### src/rtl/afifo_reader.sv
// afifo_reader: read-clock-domain burst drain engine for the async FIFO.
// Define AFIFO_READER_HDR_EN to prefix every burst with a sequence-number header word.
module afifo_reader #(
    parameter int unsigned DATA_WIDTH = 8,
    parameter int unsigned BURST_LEN  = 16
) (
    input  logic                  rdclk,
    input  logic                  clear,
    input  logic                  en,
    input  logic [DATA_WIDTH-1:0] fifo_q,
    input  logic                  fifo_rdempty,
    output logic                  fifo_rdreq,
    output logic [DATA_WIDTH-1:0] out_data,
    output logic                  out_valid,
    input  logic                  out_ready,
    output logic                  out_last,
    output logic                  busy
);

    localparam int unsigned      CNT_W    = $clog2(BURST_LEN + 1);
    localparam logic [CNT_W-1:0] LAST_POP = CNT_W'(BURST_LEN - 1);
    localparam logic [CNT_W-1:0] FULL_CNT = CNT_W'(BURST_LEN);

    typedef enum logic [1:0] {
        IDLE   = 2'd0,
`ifdef AFIFO_READER_HDR_EN
        HDR    = 2'd1,
`endif
        STREAM = 2'd2,
        DRAIN  = 2'd3
    } state_e;

    state_e                state_q, state_d;
    logic [CNT_W-1:0]      pops_q, pops_d;
    logic                  in_flight_q, in_flight_d;
    logic                  in_flight_last_q, in_flight_last_d;
    logic [DATA_WIDTH:0]   mem_q [4];
    logic [DATA_WIDTH:0]   mem_d [4];
    logic [1:0]            wr_q, wr_d;
    logic [1:0]            rd_q, rd_d;
    logic [2:0]            count_q, count_d;
`ifdef AFIFO_READER_HDR_EN
    logic [DATA_WIDTH-1:0] seq_q, seq_d;
`endif

    logic                  xfer;
    logic                  last_pop;
    logic                  push;
    logic [DATA_WIDTH:0]   push_word;
    logic [3:0]            occupancy;

    always_ff @(posedge rdclk) begin
        if (clear) begin
            state_q <= IDLE;
        end else begin
            state_q <= state_d;
        end
    end

    always_comb begin
        state_d = state_q;
        case (state_q)
            IDLE: begin
                if (en && !fifo_rdempty) begin
`ifdef AFIFO_READER_HDR_EN
                    state_d = HDR;
`else
                    state_d = STREAM;
`endif
                end
            end
`ifdef AFIFO_READER_HDR_EN
            HDR:     state_d = STREAM;
`endif
            STREAM:  if (last_pop) state_d = DRAIN;
            DRAIN:   if (xfer && out_last) state_d = IDLE;
            default: state_d = IDLE;
        endcase
    end

    // Words already popped but not yet captured count against the 4-entry buffer.
    always_comb begin
        occupancy  = 4'(count_q) + 4'(in_flight_q);
        busy       = (state_q != IDLE);
        fifo_rdreq = !clear && !fifo_rdempty && (state_q == STREAM)
                     && (pops_q < FULL_CNT) && (occupancy < 4'd4);
        out_valid  = (count_q != 3'd0);
        {out_last, out_data} = mem_q[rd_q];
    end

    always_comb begin
        xfer      = out_valid && out_ready;
        last_pop  = fifo_rdreq && (pops_q == LAST_POP);
        push      = 1'b0;
        push_word = '0;
        if (in_flight_q) begin
            push      = 1'b1;
            push_word = {in_flight_last_q, fifo_q};
        end
`ifdef AFIFO_READER_HDR_EN
        else if (state_q == HDR) begin
            push      = 1'b1;
            push_word = {1'b0, seq_q};
        end
`endif
        mem_d = mem_q;
        if (push) begin
            mem_d[wr_q] = push_word;
        end
        wr_d             = wr_q + 2'(push);
        rd_d             = rd_q + 2'(xfer);
        count_d          = count_q + 3'(push) - 3'(xfer);
        in_flight_d      = fifo_rdreq;
        in_flight_last_d = last_pop;
        pops_d           = (state_q == IDLE) ? '0 : pops_q + CNT_W'(fifo_rdreq);
`ifdef AFIFO_READER_HDR_EN
        seq_d            = seq_q + DATA_WIDTH'(state_q == DRAIN && xfer && out_last);
`endif
    end

    // Clearing in_flight_q drops a word returning from a pop issued just before clear.
    always_ff @(posedge rdclk) begin
        if (clear) begin
            pops_q           <= '0;
            in_flight_q      <= 1'b0;
            in_flight_last_q <= 1'b0;
            mem_q            <= '{default: '0};
            wr_q             <= '0;
            rd_q             <= '0;
            count_q          <= '0;
`ifdef AFIFO_READER_HDR_EN
            seq_q            <= '0;
`endif
        end else begin
            pops_q           <= pops_d;
            in_flight_q      <= in_flight_d;
            in_flight_last_q <= in_flight_last_d;
            mem_q            <= mem_d;
            wr_q             <= wr_d;
            rd_q             <= rd_d;
            count_q          <= count_d;
`ifdef AFIFO_READER_HDR_EN
            seq_q            <= seq_d;
`endif
        end
    end

endmodule

### config.mk
export PLATFORM = sky130hd
export DESIGN_NAME = afifo_reader
export DESIGN_NICKNAME = d
export VERILOG_FILES = /design/src/rtl/afifo_reader.sv
export SDC_FILE = /design/constraint.sdc
export NUM_CORES = 1
export LEC_CHECK = 0
export BUFFER_PORTS_ARGS = -buffer_cell sky130_fd_sc_hd__buf_2
export CAP_MARGIN = 10
export CORE_MARGIN = 5
export CORE_UTILIZATION = 50
export CTS_BUF_LIST = sky130_fd_sc_hd__clkbuf_8
export DETAILED_ROUTE_END_ITERATION = 10
export PLACE_DENSITY = 0.7
export SYNTH_ARGS = -nofsm -noshare
export SYNTH_HDL_FRONTEND = slang
export SYNTH_SLANG_ARGS = --single-unit
export TNS_END_PERCENT = 5
### constraint.sdc
create_clock -name rdclk -period 4.8 [get_ports rdclk]
set_clock_uncertainty 0.15 [all_clocks]
set_input_delay 0.72 -clock rdclk [delete_from_list [all_inputs] [get_ports rdclk]]
set_output_delay 0.72 -clock rdclk [all_outputs]
set_load 0.005 [all_outputs]
# Word-level counts from Yosys, hierarchy flattened
# Index checks and enable logic that the tools add are counted.
# word_totals
register_bits,52
input_bits,13
output_inout_bits,12
wordCells,58
# classes
add_sub_neg,6
n_lt_le_gt_ge,5
n_eq_ne,6
mux,12
n_bitwise,2
reduce_logical,16
# op_table
op,n
$bwmux W36,1
$mux W9,4
$bmux W9 S2,1
$demux W9 S2,1
$logic_and A1 B1 Y1,9
$ge A3 B3 Y1 const B,2
$mux W2,3
$ne A2 B2 Y1 const B,3
$not A2 Y3,2
$pmux W2 S3,1
$add A5 B1 Y5,1
$eq A5 B4 Y1 const B,1
$lt A5 B5 Y1 const B,1
$add A2 B1 Y2,2
$add A3 B1 Y4,1
$eq A2 B2 Y1 const B,2
$lt A4 B3 Y1 const B,1
$add A3 B1 Y3,1
$lt A3 B1 Y1 const B,1
$reduce_and A3 Y1,1
$reduce_bool A3 Y1,1
$sub A3 B1 Y3,1
$logic_not A1 Y1,2
$logic_not A2 Y1,1
3 further kinds,3

# Depth between registers and ports, before layout
# Gate-level depths: netlist of run 1.
# logic_depth
depth_word,8
depth_mapped,9
mapped_depth_nobuf,9

# Worst setup path before layout of run 1
# No wires, ideal clock.
# synth_path
path_kind,input-to-reg
start,input out_ready
end,register count_q[2]
setup_time_ns,0.128
t_arrival_ns,1.864
required_time_ns,4.522
slack_ns,2.658
stages,7
path_buffers,0
path_cell_list,o31a_1 ha_1 inv_1 ha_1 fa_1 xor2_1 nor2_1
# synth_between
elab_chain_len,2
# synth_lines
item,line,source
from (decl),15,"input logic out_ready,"
$logic_and A1 B1 Y1,92,xfer = out_valid && out_ready;
$sub A3 B1 Y3,112,count_d = count_q + 3'(push) - 3'(xfer);
to (signal assigned),141,count_q <= count_d;
to (decl),41,"logic [2:0] count_q, count_d;"
# No other way between the ends.
# A chain may end at the register's enable or synchronous reset.

# Worst setup path in the final report of run 1
# layout_path
start,input clear
end,output fifo_rdreq
# layout_between
elab_chain_len,5
# layout_lines
item,line,source
from (decl),8,"input logic clear,"
$logic_not A1 Y1,85,fifo_rdreq = !clear && !fifo_rdempty && (state_q == STREAM)
$logic_and A1 B1 Y1 (2 in series),85,
$logic_and A1 B1 Y1 (2 in series),86,&& (pops_q < FULL_CNT) && (occupancy < 4'd4);
to (decl),12,"output logic fifo_rdreq,"
# No other way between the ends.

==> results.cfg, run 1 <==
[sta]
slew_headroom_pct = 30.11
max_freq_mhz = 366.8
slew_viol_final = 0
setup_viol_count_final = 0
rsz0062_at_grt = false
report.final.hold_viol_count = 0
setup_total_negative_slack_ps = 0
finalCritPeriodShare_pct = 56.80
transition_time_at_the_pin_with_the_least_slew_margin_ps = 1044
finalWorstPathRequiredPeriod_ps = 2727
finalWorstSetupSlack_ps = 2073
hold-worst-slack_ps = 306.5

[final_layout]
synthesis_to_layout_area_growth_pct = 11.13
finalNonFillerCells = 284
fraction_of_final_layout_cells_with_drive_strength_greater_than_1_pct = 15.09
multi_input_area_mm2 = 0.001117
sequential_cell_area_mm2 = 0.001041
filler_cell_count = 397
antenna_diode_count = 0
finish.net_count = 252

[cts]
cts_made_buffers = 5
cts_resized = 0
cts_max_level = 2
clock_insertion_delay_worst_skew_ps = 300
cts.sinks = 52
worst_setup_hold_path_clk_slew_ps = 90
tritoncts_clock_tree = built
post-cts-setup-buffers = 0
cts.path.max_buffers = 2
root_buffer_cell = clkbuf_8
cts.hold.buffers_added = 0

[floorplan]
core_region_area_mm2 = 0.004324
initial_utilization_pct = 51.48
die-height_um = 76.72
placement_rows = 24
io-pin-count = 25
chipWidth_um = 76.72
die_area_mm2 = 0.005886

[detailed_routing]
ant_nets = 0
drc_violations = 0
initialDrtViolationCount = 86
wire_per_inst_um = 14.05
num_vias = 1503
router_iterations_before_antenna_repair = 4
vias_per_cell = 5.292
routed_wirelength_um = 3989

[synthesis]
yosysTopAreaCellShare_pct = 46.77
post_synth_main_area_contributors = dfxtp_1 (47%), mux2i_1 (13%), mux4_1 (9.4%)
synth.avg_cell_area_um2 = 10.55
synth_top_flop_cell = dfxtp_1
netlist_area_mm2 = 0.002226
yosys_register_bits = 52
edff_count_synth = 0
synthesis.nets = 232
synthesis.instances = 211
yosysSeqAreaShare_pct = 46.77
synth.yosys.warnings = 0
async_s_r_ff_share_synth_pct = 0
library_cell_with_the_largest_summed_area_after_synthesis = dfxtp_1
netlist-cell-type-count = 33

[placement]
place_inst = 276
port_buffers = 24
setup_slack_placement_ps = 2031
post_dp_hpwl_um = 2616
globalplace.congestion = 0.7290

[setup_path]
worstPathRequired_ps = 3930
reg2reg_from = count_q[1]$_SDFF_PP0_
end_kind = output pin
crit_path_max_fanout = 48
startpoint = clear
worstReg2RegEnd = pops_q[4]$_SDFF_PP0_
crit_type = in -> out
worstPathArrival_ps = 1860
endpoint = fifo_rdreq
worstRegToRegCells = 9
worstSetupStartpointType = input pin
rrSetupSlack_ps = 2580

[power]
p_leak_nw = 1.139
finalPower_mw = 0.9159
peak_supply_drop_v = 0.0002516
cellPowerDensity_mw_per_mm2 = 370.3

[run_status]
result_of_the_run = finished clean

[global_route]
grt_pass1_vias = 1392
grt_max_degree = 49
groute.usage.overall_pct = 14.20
global_route_wire_length_before_repair_um = 6699
grt_remaining_overflow = 0
number_of_antenna_violations_at_the_first_check_in_global_routing = 0

[hold_path]
hold_path_class = reg -> reg

[job]
max_cap_violations = 0
[sequential cells by signal, summed over array words and instances, names as in the netlist]
signal / count
in_flight_q: 1
pops_q: 5
rd_q: 2
count_q: 3
in_flight_last_q: 1
mem_q: 36
state_q: 2
wr_q: 2
[Yosys cell counts (2+ instances only)]
master	n
buf_2	4
dfxtp_1	52
nor2_1	35
nand2b_1	3
and2_1	2
nand3_1	3
buf_1	2
nor2b_1	5
xnor2_1	3
xor2_1	3
a21o_1	2
nand3b_1	2
inv_1	5
mux2i_1	28
mux4_1	8
ha_1	7
nand2_1	19
clkbuf_1	4
a21oi_1	10
[worst min-delay path by stage]
stage / slack [ps] / cells past startpoint / from / end
global placement: 290 / 2 / mem_q[1]$_SDFFE_PP0P_ / mem_q[1]$_SDFFE_PP0P_
finish: 310 / 2 / mem_q[6]$_SDFFE_PP0P_ / mem_q[6]$_SDFFE_PP0P_
global route: 330 / 2 / mem_q[6]$_SDFFE_PP0P_ / mem_q[6]$_SDFFE_PP0P_
detailed placement: 300 / 2 / mem_q[6]$_SDFFE_PP0P_ / mem_q[6]$_SDFFE_PP0P_
floorplan: 280 / 2 / mem_q[0]$_SDFFE_PP0P_ / mem_q[0]$_SDFFE_PP0P_
CTS: 310 / 2 / mem_q[6]$_SDFFE_PP0P_ / mem_q[6]$_SDFFE_PP0P_
[placed cells by master (no fill, tap or decap), types with 2 or more instances in the layout]
cell type  count
a21o_1         2
a21oi_1       10
and2_1         2
buf_2         24
clkbuf_8       5
dfxtp_1       52
ha_1           7
inv_1          5
mux2i_1       28
mux4_1         8
nand2_1       19
nand2b_1       3
nand3_1        3
nand3b_1       2
nor2_1        35
nor2b_1        5
xnor2_1        3
xor2_1         3
[cell families (layout without fill, tap and decap cells)]
family	after synthesis	after routing	synth area share, %
muxes	37	37	23.05
AOI/OAI and AO/OA	15	15	4.047
xor gates and xnor gates	6	6	2.361
adders and majority gates	8	8	4.834
DFF	52	52	46.77
and+or+nand+nor	77	77	15.68
buffers and inverters	16	37	3.260
[routing by layer]
metal | vias to the layer above | track usage (%) | wire length (um)
met1 | 706 | 17.38 | 1801
met4 | 0 | 6.294 | 68
met5 | - | 0 | 0
li1 | 768 | - | -
met2 | 24 | 23.17 | 1945
met3 | 5 | 3.981 | 173
[final cells by class]
cell class	instances	share of cell area (%)
Clock buffer	5	2.782
Clock inverter	3	1.720
Inverter	5	0.7587
Multi-Input combinational cell	143	45.17
Sequential cell	52	42.08
Tap cell	52	2.630
Timing Repair Buffer	24	4.856
[critical path, stage by stage]
cell	delay, ps
buf_2	350
nor4_1	320
nand2_1	140
nor2_1	180
buf_2	140
[report_power, final]
| part | leakage [nW] | internal, mW | switching [mW] |
|---|---|---|---|
| Clock | 0.0541 | 0.154 | 0.143 |
| Combinational | 0.665 | 0.0742 | 0.0553 |
| Sequential | 0.420 | 0.451 | 0.0384 |
| Total | 1.14 | 0.679 | 0.237 |
[metrics by stage]
step	cell area [um^2]	util, %
after floorplan	2226	-
after global placement	2362	54.63
after detailed placement	2362	54.63
after CTS	2474	57.20
after global routing	2474	57.20
final	2474	57.20
No activity file was read; power rests on OpenSTA's default activity.
==> run 2, diff against run 1 <==
--- a/config.mk
+++ b/config.mk
@@ -5,6 +5,7 @@
 export SDC_FILE = /design/constraint.sdc
 export NUM_CORES = 1
 export LEC_CHECK = 0
+export ABC_AREA = 1
 export BUFFER_PORTS_ARGS = -buffer_cell sky130_fd_sc_hd__buf_2
 export CAP_MARGIN = 10
 export CORE_MARGIN = 5
==> constraint.sdc (replaced) <==
create_clock -name rdclk -period 2.82 [get_ports rdclk]
set_clock_uncertainty 0.15 [all_clocks]
set_input_delay 0.423 -clock rdclk [delete_from_list [all_inputs] [get_ports rdclk]]
set_output_delay 0.423 -clock rdclk [all_outputs]
set_load 0.005 [all_outputs]
==> run 2 against run 1 <==
Effect of this change:
- critical path depth unchanged
- wire length up 16%
- area after synthesis up 1.5%
- global-route usage up 1.9 points
- register-to-register slack worse by 1800 ps
- first-iteration DRC count up 110%
- sequential share of layout area down 0.30 points
- design area up 0.71%
- largest cell class is now registers
- largest power group unchanged
- highest routed layer unchanged
==> results.cfg, run 2 <==
[floorplan]
chipWidth_um = 77.23
initial_utilization_pct = 51.54
core_region_area_mm2 = 0.004384
placement_rows = 24
die_area_mm2 = 0.005964
io-pin-count = 25
die-height_um = 77.23

[global_route]
groute.usage.overall_pct = 16.07
number_of_antenna_violations_at_the_first_check_in_global_routing = 0
grt_max_degree = 38
grt_pass1_vias = 1751
global_route_wire_length_before_repair_um = 7845
grt_remaining_overflow = 0

[run_status]
result_of_the_run = finished clean

[cts]
cts_resized = 0
worst_setup_hold_path_clk_slew_ps = 90
cts.path.max_buffers = 2
post-cts-setup-buffers = 0
cts.sinks = 52
clock_insertion_delay_worst_skew_ps = 310
cts.hold.buffers_added = 0
tritoncts_clock_tree = built
root_buffer_cell = clkbuf_8
cts_max_level = 2
cts_made_buffers = 5

[power]
p_leak_nw = 1.066
cellPowerDensity_mw_per_mm2 = 662.2
p_switching_mw = 0.5271
sequentialPowerShare_pct = 49.2
clock_power_share_pct = 26.3
p_int_mw = 1.123
peak_supply_drop_v = 0.0004375
switching_part_of_the_total_power_pct = 31.95
pwr-share-comb_pct = 24.5

[detailed_routing]
wire_per_inst_um = 12.15
vias_per_cell = 5.129
initialDrtViolationCount = 183
router_iterations_before_antenna_repair = 4
routed_wirelength_um = 4629
drc_violations = 0
ant_nets = 0
num_vias = 1954

[setup_path]
critPathMostFrequentCell = a21oi_1
slowest_delay_ps = 400
startpoint = rd_q[1]$_SDFF_PP0_
worstPathRequired_ps = 2250
worstPathArrival_ps = 1580
critical_path.slowest_cell = inv_1
crit_type = reg -> out
reg2reg_from = count_q[1]$_SDFF_PP0_
worstSetupStartpointType = flip-flop
crit_path_max_fanout = 17
worstPathCellList = inv_1 -> o21ai_0 -> a21oi_1 -> a21oi_1 -> buf_2
end_kind = output pin

[synthesis]
post_synth_main_area_contributors = dfxtp_1 (46%), a21oi_1 (10%), o21ai_0 (10%)
yosys-top-cells-count = dfxtp_1 (52), nor2_1 (50), a21oi_1 (47)
synthesis.instances = 306
synthXorXnorAreaFrac_pct = 1.550
synth.avg_cell_area_um2 = 7.385
netlist-cell-type-count = 20
synthMuxAreaShare_pct = 0
edff_count_synth = 0
yosysTopAreaCellShare_pct = 46.07
yosys_register_bits = 52
synth_simple_gate_area_share_pct = 17.22
netlist_area_mm2 = 0.002260
synth_compound_gate_area_share_pct = 20.38
synth_top_family_by_area = compound AO/OA/AOI/OAI gates
async_s_r_ff_share_synth_pct = 0
synthesis.nets = 327
synthMostInstantiatedCell = dfxtp_1
synth.yosys.warnings = 0
synth_top_flop_cell = dfxtp_1
yosysSeqAreaShare_pct = 46.07
library_cell_with_the_largest_summed_area_after_synthesis = dfxtp_1
adder_cell_share_of_the_synthesized_area_pct = 4.762

[placement]
post_dp_hpwl_um = 3070
port_buffers = 24
setup_slack_placement_ps = 715.7
globalplace.congestion = 0.7479

[final_layout]
synthesis_to_layout_area_growth_pct = 10.24
filler_cell_count = 452
fraction_of_final_layout_cells_with_drive_strength_greater_than_1_pct = 11.55
multi_input_area_um2 = 992.2
number_of_flip_flops_under_the_largest_register_name = 36
finish.net_count = 349
sequential_cell_area_mm2 = 0.001041
mostFrequentLayoutCell = dfxtp_1
antenna_diode_count = 0
mostFrequentLayoutCells = dfxtp_1 (52), nor2_1 (50), a21oi_1 (47)
biggest_registers_after_layout = mem_q x36, pops_q x5, count_q x3
regMostFlops = mem_q

[sta]
max_freq_mhz = 465.3
rsz0062_at_grt = false
setup_total_negative_slack_ps = 0
finalWorstPathRequiredPeriod_ps = 2149
setup_viol_count_final = 0
report.final.hold_viol_count = 0
transition_time_at_the_pin_with_the_least_slew_margin_ps = 695.8
finalWorstSetupSlack_ps = 670.8
slew_viol_final = 0
slew_headroom_pct = 53.48
finalCritPeriodShare_pct = 76.21

[hold_path]
timing.hold.worst.start = fifo_q[7]
hold_path_class = in -> reg

[job]
max_cap_violations = 0
==> run 2: path summary, 6_finish.rpt <==
kind | slack (ps) | cells past startpoint | to
hold / removal | 230 | 3 | mem_q[16]$_SDFFE_PP0P_
setup / recovery | 670 | 5 | out_data[5]
setup reg to reg | 790 | 11 | pops_q[4]$_SDFF_PP0_
hold reg to reg | 300 | 2 | mem_q[6]$_SDFFE_PP0P_
==> run 2: critical path: cells and delay by family, from the launching register on <==
kind,cells,cell delay [ps]
AO/OA/AOI/OAI,3,420
buffers and inverters,2,530
flip-flops,1,330
==> run 2: logic make-up after synthesis <==
| family | Yosys count |
|---|---|
| flops | 52 |
| compound gates | 92 |
| buf+inv | 55 |
| simple gates | 95 |
| fa+ha+maj | 8 |
| xor+xnor | 4 |
==> run 2: layout make-up <==
cell class / instances / share of cell area (%)
inverters: 44 / 6.630
repair buffers: 26 / 5.424
flip-flops and latches: 52 / 41.79
clock inverters: 2 / 0.4018
multi-input cells: 199 / 39.83
well taps: 52 / 2.612
clock buffers: 6 / 3.315
==> run 2: routing by layer <==
layer,vias to the layer above,global-route usage (%),wire [um]
met2,25,24.75,2068
met3,10,4.215,185
met5,-,0,0
met4,0,6.357,97
li1,1033,-,-
met1,886,21.32,2278
==> run 2: through the flow <==
stage	total power [mW]	utilization, %	cell area (um^2)	hold WS (ps)	std cells
after floorplan	1.112	-	2260	273.4	306
after global placement	1.238	54.71	2399	282.2	373
after detailed placement	1.241	54.71	2399	288.2	373
after CTS	1.670	56.82	2491	230.7	381
after global routing	1.765	56.82	2491	236.9	381
final	1.650	56.82	2491	227.9	381
==> run 2: power groups by stage <==
stage	clock network [mW]	registers, mW	logic [mW]
2_1_floorplan	0	0.824	0.289
4_1_cts	0.444	0.812	0.414
3_5_place_dp	0	0.830	0.411
3_3_place_gp	0	0.829	0.409
6_report	0.434	0.812	0.404
5_1_grt	0.475	0.820	0.469
